<file path="src/rtl/aes_pkg.sv">
// Shared AES-128 types and constants for the key schedule and the cipher core.
package aes_pkg;

    typedef logic [127:0] rk_t;
    typedef logic [31:0]  word_t;

    localparam int NR = 10;

    localparam logic [7:0] RCON [1:NR] = '{
        8'h01, 8'h02, 8'h04, 8'h08, 8'h10, 8'h20, 8'h40, 8'h80, 8'h1b, 8'h36
    };

    typedef enum logic [1:0] {
        ST_IDLE   = 2'd0,
        ST_EXPAND = 2'd1,
        ST_DONE   = 2'd2
    } state_e;

    // Round constant lookup; rounds outside 1..NR yield zero.
    function automatic logic [7:0] rcon_f(input logic [3:0] r);
        logic [7:0] v;
        v = 8'h00;
        for (int i = 1; i <= NR; i++) begin
            if (r == 4'(i)) v = RCON[i];
        end
        return v;
    endfunction

endpackage

</file>
<file path="src/rtl/aes_sbox.sv">
// FIPS-197 forward S-box as a combinational lookup table.
module aes_sbox (
    input  logic [7:0] a_i,
    output logic [7:0] s_o
);

    localparam logic [0:255][7:0] SBOX = {
        8'h63, 8'h7c, 8'h77, 8'h7b, 8'hf2, 8'h6b, 8'h6f, 8'hc5, 8'h30, 8'h01, 8'h67, 8'h2b, 8'hfe, 8'hd7, 8'hab, 8'h76,
        8'hca, 8'h82, 8'hc9, 8'h7d, 8'hfa, 8'h59, 8'h47, 8'hf0, 8'had, 8'hd4, 8'ha2, 8'haf, 8'h9c, 8'ha4, 8'h72, 8'hc0,
        8'hb7, 8'hfd, 8'h93, 8'h26, 8'h36, 8'h3f, 8'hf7, 8'hcc, 8'h34, 8'ha5, 8'he5, 8'hf1, 8'h71, 8'hd8, 8'h31, 8'h15,
        8'h04, 8'hc7, 8'h23, 8'hc3, 8'h18, 8'h96, 8'h05, 8'h9a, 8'h07, 8'h12, 8'h80, 8'he2, 8'heb, 8'h27, 8'hb2, 8'h75,
        8'h09, 8'h83, 8'h2c, 8'h1a, 8'h1b, 8'h6e, 8'h5a, 8'ha0, 8'h52, 8'h3b, 8'hd6, 8'hb3, 8'h29, 8'he3, 8'h2f, 8'h84,
        8'h53, 8'hd1, 8'h00, 8'hed, 8'h20, 8'hfc, 8'hb1, 8'h5b, 8'h6a, 8'hcb, 8'hbe, 8'h39, 8'h4a, 8'h4c, 8'h58, 8'hcf,
        8'hd0, 8'hef, 8'haa, 8'hfb, 8'h43, 8'h4d, 8'h33, 8'h85, 8'h45, 8'hf9, 8'h02, 8'h7f, 8'h50, 8'h3c, 8'h9f, 8'ha8,
        8'h51, 8'ha3, 8'h40, 8'h8f, 8'h92, 8'h9d, 8'h38, 8'hf5, 8'hbc, 8'hb6, 8'hda, 8'h21, 8'h10, 8'hff, 8'hf3, 8'hd2,
        8'hcd, 8'h0c, 8'h13, 8'hec, 8'h5f, 8'h97, 8'h44, 8'h17, 8'hc4, 8'ha7, 8'h7e, 8'h3d, 8'h64, 8'h5d, 8'h19, 8'h73,
        8'h60, 8'h81, 8'h4f, 8'hdc, 8'h22, 8'h2a, 8'h90, 8'h88, 8'h46, 8'hee, 8'hb8, 8'h14, 8'hde, 8'h5e, 8'h0b, 8'hdb,
        8'he0, 8'h32, 8'h3a, 8'h0a, 8'h49, 8'h06, 8'h24, 8'h5c, 8'hc2, 8'hd3, 8'hac, 8'h62, 8'h91, 8'h95, 8'he4, 8'h79,
        8'he7, 8'hc8, 8'h37, 8'h6d, 8'h8d, 8'hd5, 8'h4e, 8'ha9, 8'h6c, 8'h56, 8'hf4, 8'hea, 8'h65, 8'h7a, 8'hae, 8'h08,
        8'hba, 8'h78, 8'h25, 8'h2e, 8'h1c, 8'ha6, 8'hb4, 8'hc6, 8'he8, 8'hdd, 8'h74, 8'h1f, 8'h4b, 8'hbd, 8'h8b, 8'h8a,
        8'h70, 8'h3e, 8'hb5, 8'h66, 8'h48, 8'h03, 8'hf6, 8'h0e, 8'h61, 8'h35, 8'h57, 8'hb9, 8'h86, 8'hc1, 8'h1d, 8'h9e,
        8'he1, 8'hf8, 8'h98, 8'h11, 8'h69, 8'hd9, 8'h8e, 8'h94, 8'h9b, 8'h1e, 8'h87, 8'he9, 8'hce, 8'h55, 8'h28, 8'hdf,
        8'h8c, 8'ha1, 8'h89, 8'h0d, 8'hbf, 8'he6, 8'h42, 8'h68, 8'h41, 8'h99, 8'h2d, 8'h0f, 8'hb0, 8'h54, 8'hbb, 8'h16
    };

    assign s_o = SBOX[a_i];

endmodule

</file>
<file path="src/rtl/aes_key_expand.sv">
// AES-128 key schedule: one round key per cycle into an 11-entry flop bank.
// Handshake: a key is taken on a rising edge where key_valid && key_ready; no backpressure beyond key_ready.
module aes_key_expand
    import aes_pkg::*;
(
    input  logic         clk,
    input  logic         rst,
    input  logic [127:0] key_in,
    input  logic         key_valid,
    output logic         key_ready,
    output logic         busy,
    output logic         done,
    input  logic [3:0]   rk_idx,
    output logic [127:0] rk_out,
    output state_e       dbg_state
);

    state_e     state_q, state_d;
    logic [3:0] rnd_q, rnd_d;
    rk_t        rk_q [0:NR];
    rk_t        rk_d [0:NR];

    rk_t   prev_rk, next_rk;
    word_t w0, w1, w2, w3, rot_w, sub_w, t_w;
    word_t n0, n1, n2, n3;

    always_comb begin
        prev_rk = '0;
        for (int i = 0; i < NR; i++) begin
            if (rnd_q == 4'(i + 1)) prev_rk = rk_q[i];
        end
    end

    assign {w0, w1, w2, w3} = prev_rk;
    assign rot_w = {w3[23:0], w3[31:24]};

    for (genvar b = 0; b < 4; b++) begin : g_sub
        aes_sbox u_sbox (
            .a_i (rot_w[8*b +: 8]),
            .s_o (sub_w[8*b +: 8])
        );
    end

    assign t_w     = sub_w ^ {rcon_f(rnd_q), 24'h000000};
    assign n0      = w0 ^ t_w;
    assign n1      = w1 ^ n0;
    assign n2      = w2 ^ n1;
    assign n3      = w3 ^ n2;
    assign next_rk = {n0, n1, n2, n3};

    always_comb begin
        state_d = state_q;
        rnd_d   = rnd_q;
        rk_d    = rk_q;
        case (state_q)
            ST_IDLE, ST_DONE: begin
                if (key_valid) begin
                    rk_d[0] = key_in;
                    rnd_d   = 4'd1;
                    state_d = ST_EXPAND;
                end
            end
            ST_EXPAND: begin
                for (int i = 1; i <= NR; i++) begin
                    if (rnd_q == 4'(i)) rk_d[i] = next_rk;
                end
                // Counter parks at NR once the last round key lands.
                if (rnd_q == 4'(NR)) state_d = ST_DONE;
                else                 rnd_d   = rnd_q + 4'd1;
            end
            default: state_d = ST_IDLE;
        endcase
    end

    always_ff @(posedge clk or posedge rst) begin
        if (rst) begin
            state_q <= ST_IDLE;
            rnd_q   <= 4'd0;
            for (int i = 0; i <= NR; i++) rk_q[i] <= '0;
        end else begin
            state_q <= state_d;
            rnd_q   <= rnd_d;
            for (int i = 0; i <= NR; i++) rk_q[i] <= rk_d[i];
        end
    end

    always_comb begin
        rk_out = '0;
        for (int i = 0; i <= NR; i++) begin
            if (rk_idx == 4'(i)) rk_out = rk_q[i];
        end
    end

    assign key_ready = (state_q != ST_EXPAND);
    assign busy      = (state_q == ST_EXPAND);
    assign done      = (state_q == ST_DONE);
    assign dbg_state = state_q;

endmodule

</file>
<file path="config.mk">
export PLATFORM = sky130hd
export DESIGN_NAME = aes_key_expand
export DESIGN_NICKNAME = d
export VERILOG_FILES = /design/src/rtl/aes_pkg.sv /design/src/rtl/aes_sbox.sv /design/src/rtl/aes_key_expand.sv
export SDC_FILE = /design/constraint.sdc
export NUM_CORES = 2
export LEC_CHECK = 0
export ABC_AREA = 0
export BUFFER_PORTS_ARGS = -buffer_cell sky130_fd_sc_hd__buf_2
export CAP_MARGIN = 20
export CORE_AREA = 3 3 449 451
export DETAILED_ROUTE_END_ITERATION = 10
export DIE_AREA = 0 0 452 454
export PLACE_DENSITY = 0.59
export SYNTH_ARGS = -nofsm -noshare
export SYNTH_HDL_FRONTEND = slang
export SYNTH_SLANG_ARGS = --single-unit
</file>
<file path="constraint.sdc">
create_clock -name clk -period 44.6 [get_ports clk]
set_clock_uncertainty 0.1 [all_clocks]
set_input_delay 6.69 -clock clk [delete_from_list [all_inputs] [get_ports clk]]
set_output_delay 6.69 -clock clk [all_outputs]
set_load 0.01 [all_outputs]
</file>
==> results.toml <==
[setup_path]
path_class = "input pin to output port"
crit_fanout = 36
rr_worst_depth = 23
endpoint_kind = "output port"
worstPathRequired_ps = 37810
startpoint_type = "input pin"
critPathArrivalTime_ps = 10820

[placement]
place.gp.congestion = 1.03
dpl.cell_count = 12324
portBuffers = 267
place_ws_ps = 27170
dp_hpwl_um = 266000

[clock_tree]
post_cts_buffers = 0
cts.repair.resized = 0
cts_sinks = 1414
root_buffer = "clkbuf_16"
clk_path_buf_depth = 3
cts_buffers = 155
clkTransAtPathRegs_ps = 50
cts_tree = "built"
holdBufCountCts = 0
h-tree-depth = 4
clock_latency_ps = 870

[yosys]
async_reset_ff_share_pct = 100
yosysWarnings = 0
yosysSeqAreaShare_pct = 41.6
yosysTopAreaCell = "dfrtp_1"
synthFlopType = "dfrtp_1"
synth-seq-cells = 1414
synthCells = 10168
syn_nets = 10362
ys_top_cells_by_area = "dfrtp_1 (42%), o21ai_0 (10%), nand2_1 (7.6%)"
syn_area_um2 = 85000
synthDistinctLibCells = 117
syn_area_per_cell_um2 = 8.36
synth_top_area_share_pct = 41.6
synth_edf_count = 0

[global_route]
grt_max_degree = 156
grt_usage_pct = 40.5
grt_most_used_layer = "met2"
grt_pass1_wl_um = 610000
antenna_found_initial = 22
use_met2_pct = 58.7
grt_pass1_vias = 82334
met1_usage_pct = 51.6
overflow = 0
met3_usage_pct = 11.2

[routing]
antenna_left = 0
wl_per_cell_um = 34.0
drc = 0
routed_wl_um = 430000
vias = 88000
firstDrtPassIters = 10
drt_iter0_drc = 14477
viasPerCell = 6.97

[status]
status = "finished clean"

[die]
io_pins = 268
row_count = 163
die_y_um = 454
start_util_pct = 43.0
core-area_um2 = 198000
die_x_um = 452
die_area_um2 = 205000

[layout]
fill_cells = 19218
layout.nets = 10039
drive_gt1_share_pct = 12.2
layout_commonest_cell = "nand2_1"
final_cell_mix = "nand2_1 (1709), o21ai_0 (1690), dfrtp_1 (1412)"
final_cells = 12620
final_core_util_pct = 47.4
syn2layout_area_growth_pct = 10.1

[timing]
fin_setup_tns_ps = 0
fin_crit_sh_pct = 39.5
finalHoldViolations = 0
rsz0062_at_grt = "false"
setup_slack_ps = 26990
period_minus_slack_ps = 17610
finalSetupViolations = 0
maxSlewViolCount = 0
slew_headroom_pct = 15.2
fmax_mhz = 56.8
worstMarginPinSlew_ps = 1260

[flow_run]
maxCapViolations = 0

[min_path]
hold_class = "flip-flop to flip-flop"
min_delay_path_depth = 2
-- worst max-delay path, stage by stage --
cell      delay [ps]
buf_2            170
nand2b_1         280
nor3_2           170
buf_4            640
buf_4            630
buf_4            550
a22oi_1          150
a31oi_1          210
a21oi_1           60
a21oi_1          180
a211oi_1          60
o21ai_0          640
buf_2            260
-- synthesized netlist by cell type, types with 49 or more instances --
library cell and instances:
a211oi_1 203, a21oi_1 528, a221o_1 51, a221oi_1 183, a222oi_1 98, a22oi_1 416
a311oi_1 74, a31oi_1 186, buf_1 59, buf_2 205, buf_4 64, clkbuf_1 731
dfrtp_1 1414, ha_1 59, inv_1 51, mux2_2 128, nand2_1 1726, nand3_1 151
nor2_1 581, nor3_1 134, o211ai_1 187, o21ai_0 1693, o21ai_1 72, o221ai_1 49
o22ai_1 54, o311ai_0 59, xnor2_1 99
-- per-stage QoR --
| step | hold WS, ps | cell area, µm² |
|---|---|---|
| 2_1_floorplan | 349 | 85000 |
| 3_3_place_gp | 361 | 88100 |
| 3_5_place_dp | 370 | 88200 |
| 4_1_cts | 383 | 93500 |
| 5_1_grt | 398 | 93600 |
| 6_report | 379 | 93600 |
-- per-layer routing --
layer / share of wire, % / routed length [µm]
met1: 37 / 160000
met2: 41 / 178000
met3: 12 / 52900
met4: 9.0 / 38600
met5: 0.021 / 89
-- cells by family after synthesis --
group           Yosys count  synth area share, %
simple gates           2906                 14.6
fa+ha+maj                59                0.869
xor+xnor                186                 2.32
flops                  1414                 41.6
buf+inv                1144                 5.86
mux                     149                 1.94
compound gates         4310                 32.8
-- layout make-up --
cell class	count	area [µm²]	area share (%)
clock buffer	228	4580	4.90
inverter	61	234	0.250
tap	2640	3300	3.53
clock inverter	55	704	0.753
sequential	1414	35400	37.8
timing repair buffer	603	4070	4.35
antenna	9	22.5	0.0241
multi-input combinational	7610	45300	48.4
-- registers in the layout, summed over array words and instances (netlist names) --
name / count
rnd_q: 4
rk_q: 1408
dbg_state: 2
-- path summary, 6_finish.rpt --
path,from,endpoint,slack (ps)
setup / recovery,rk_idx[1],rk_out[39],26990
hold / removal,rk_q[102]$_DFFE_PP0P_,rk_q[102]$_DFFE_PP0P_,380
setup reg to reg,rnd_q[0]$_DFFE_PP0P_,rk_q[1156]$_DFFE_PP0P_,34600
hold reg to reg,rk_q[102]$_DFFE_PP0P_,rk_q[102]$_DFFE_PP0P_,380
max in group asynchronous,rst,rk_q[753]$_DFFE_PP0P_,33090
min in group asynchronous,rst,rk_q[1348]$_DFFE_PP0P_,5920
Power is not shown: default switching activity piles up to over one toggle a cycle in this logic, so the estimate is an artifact.
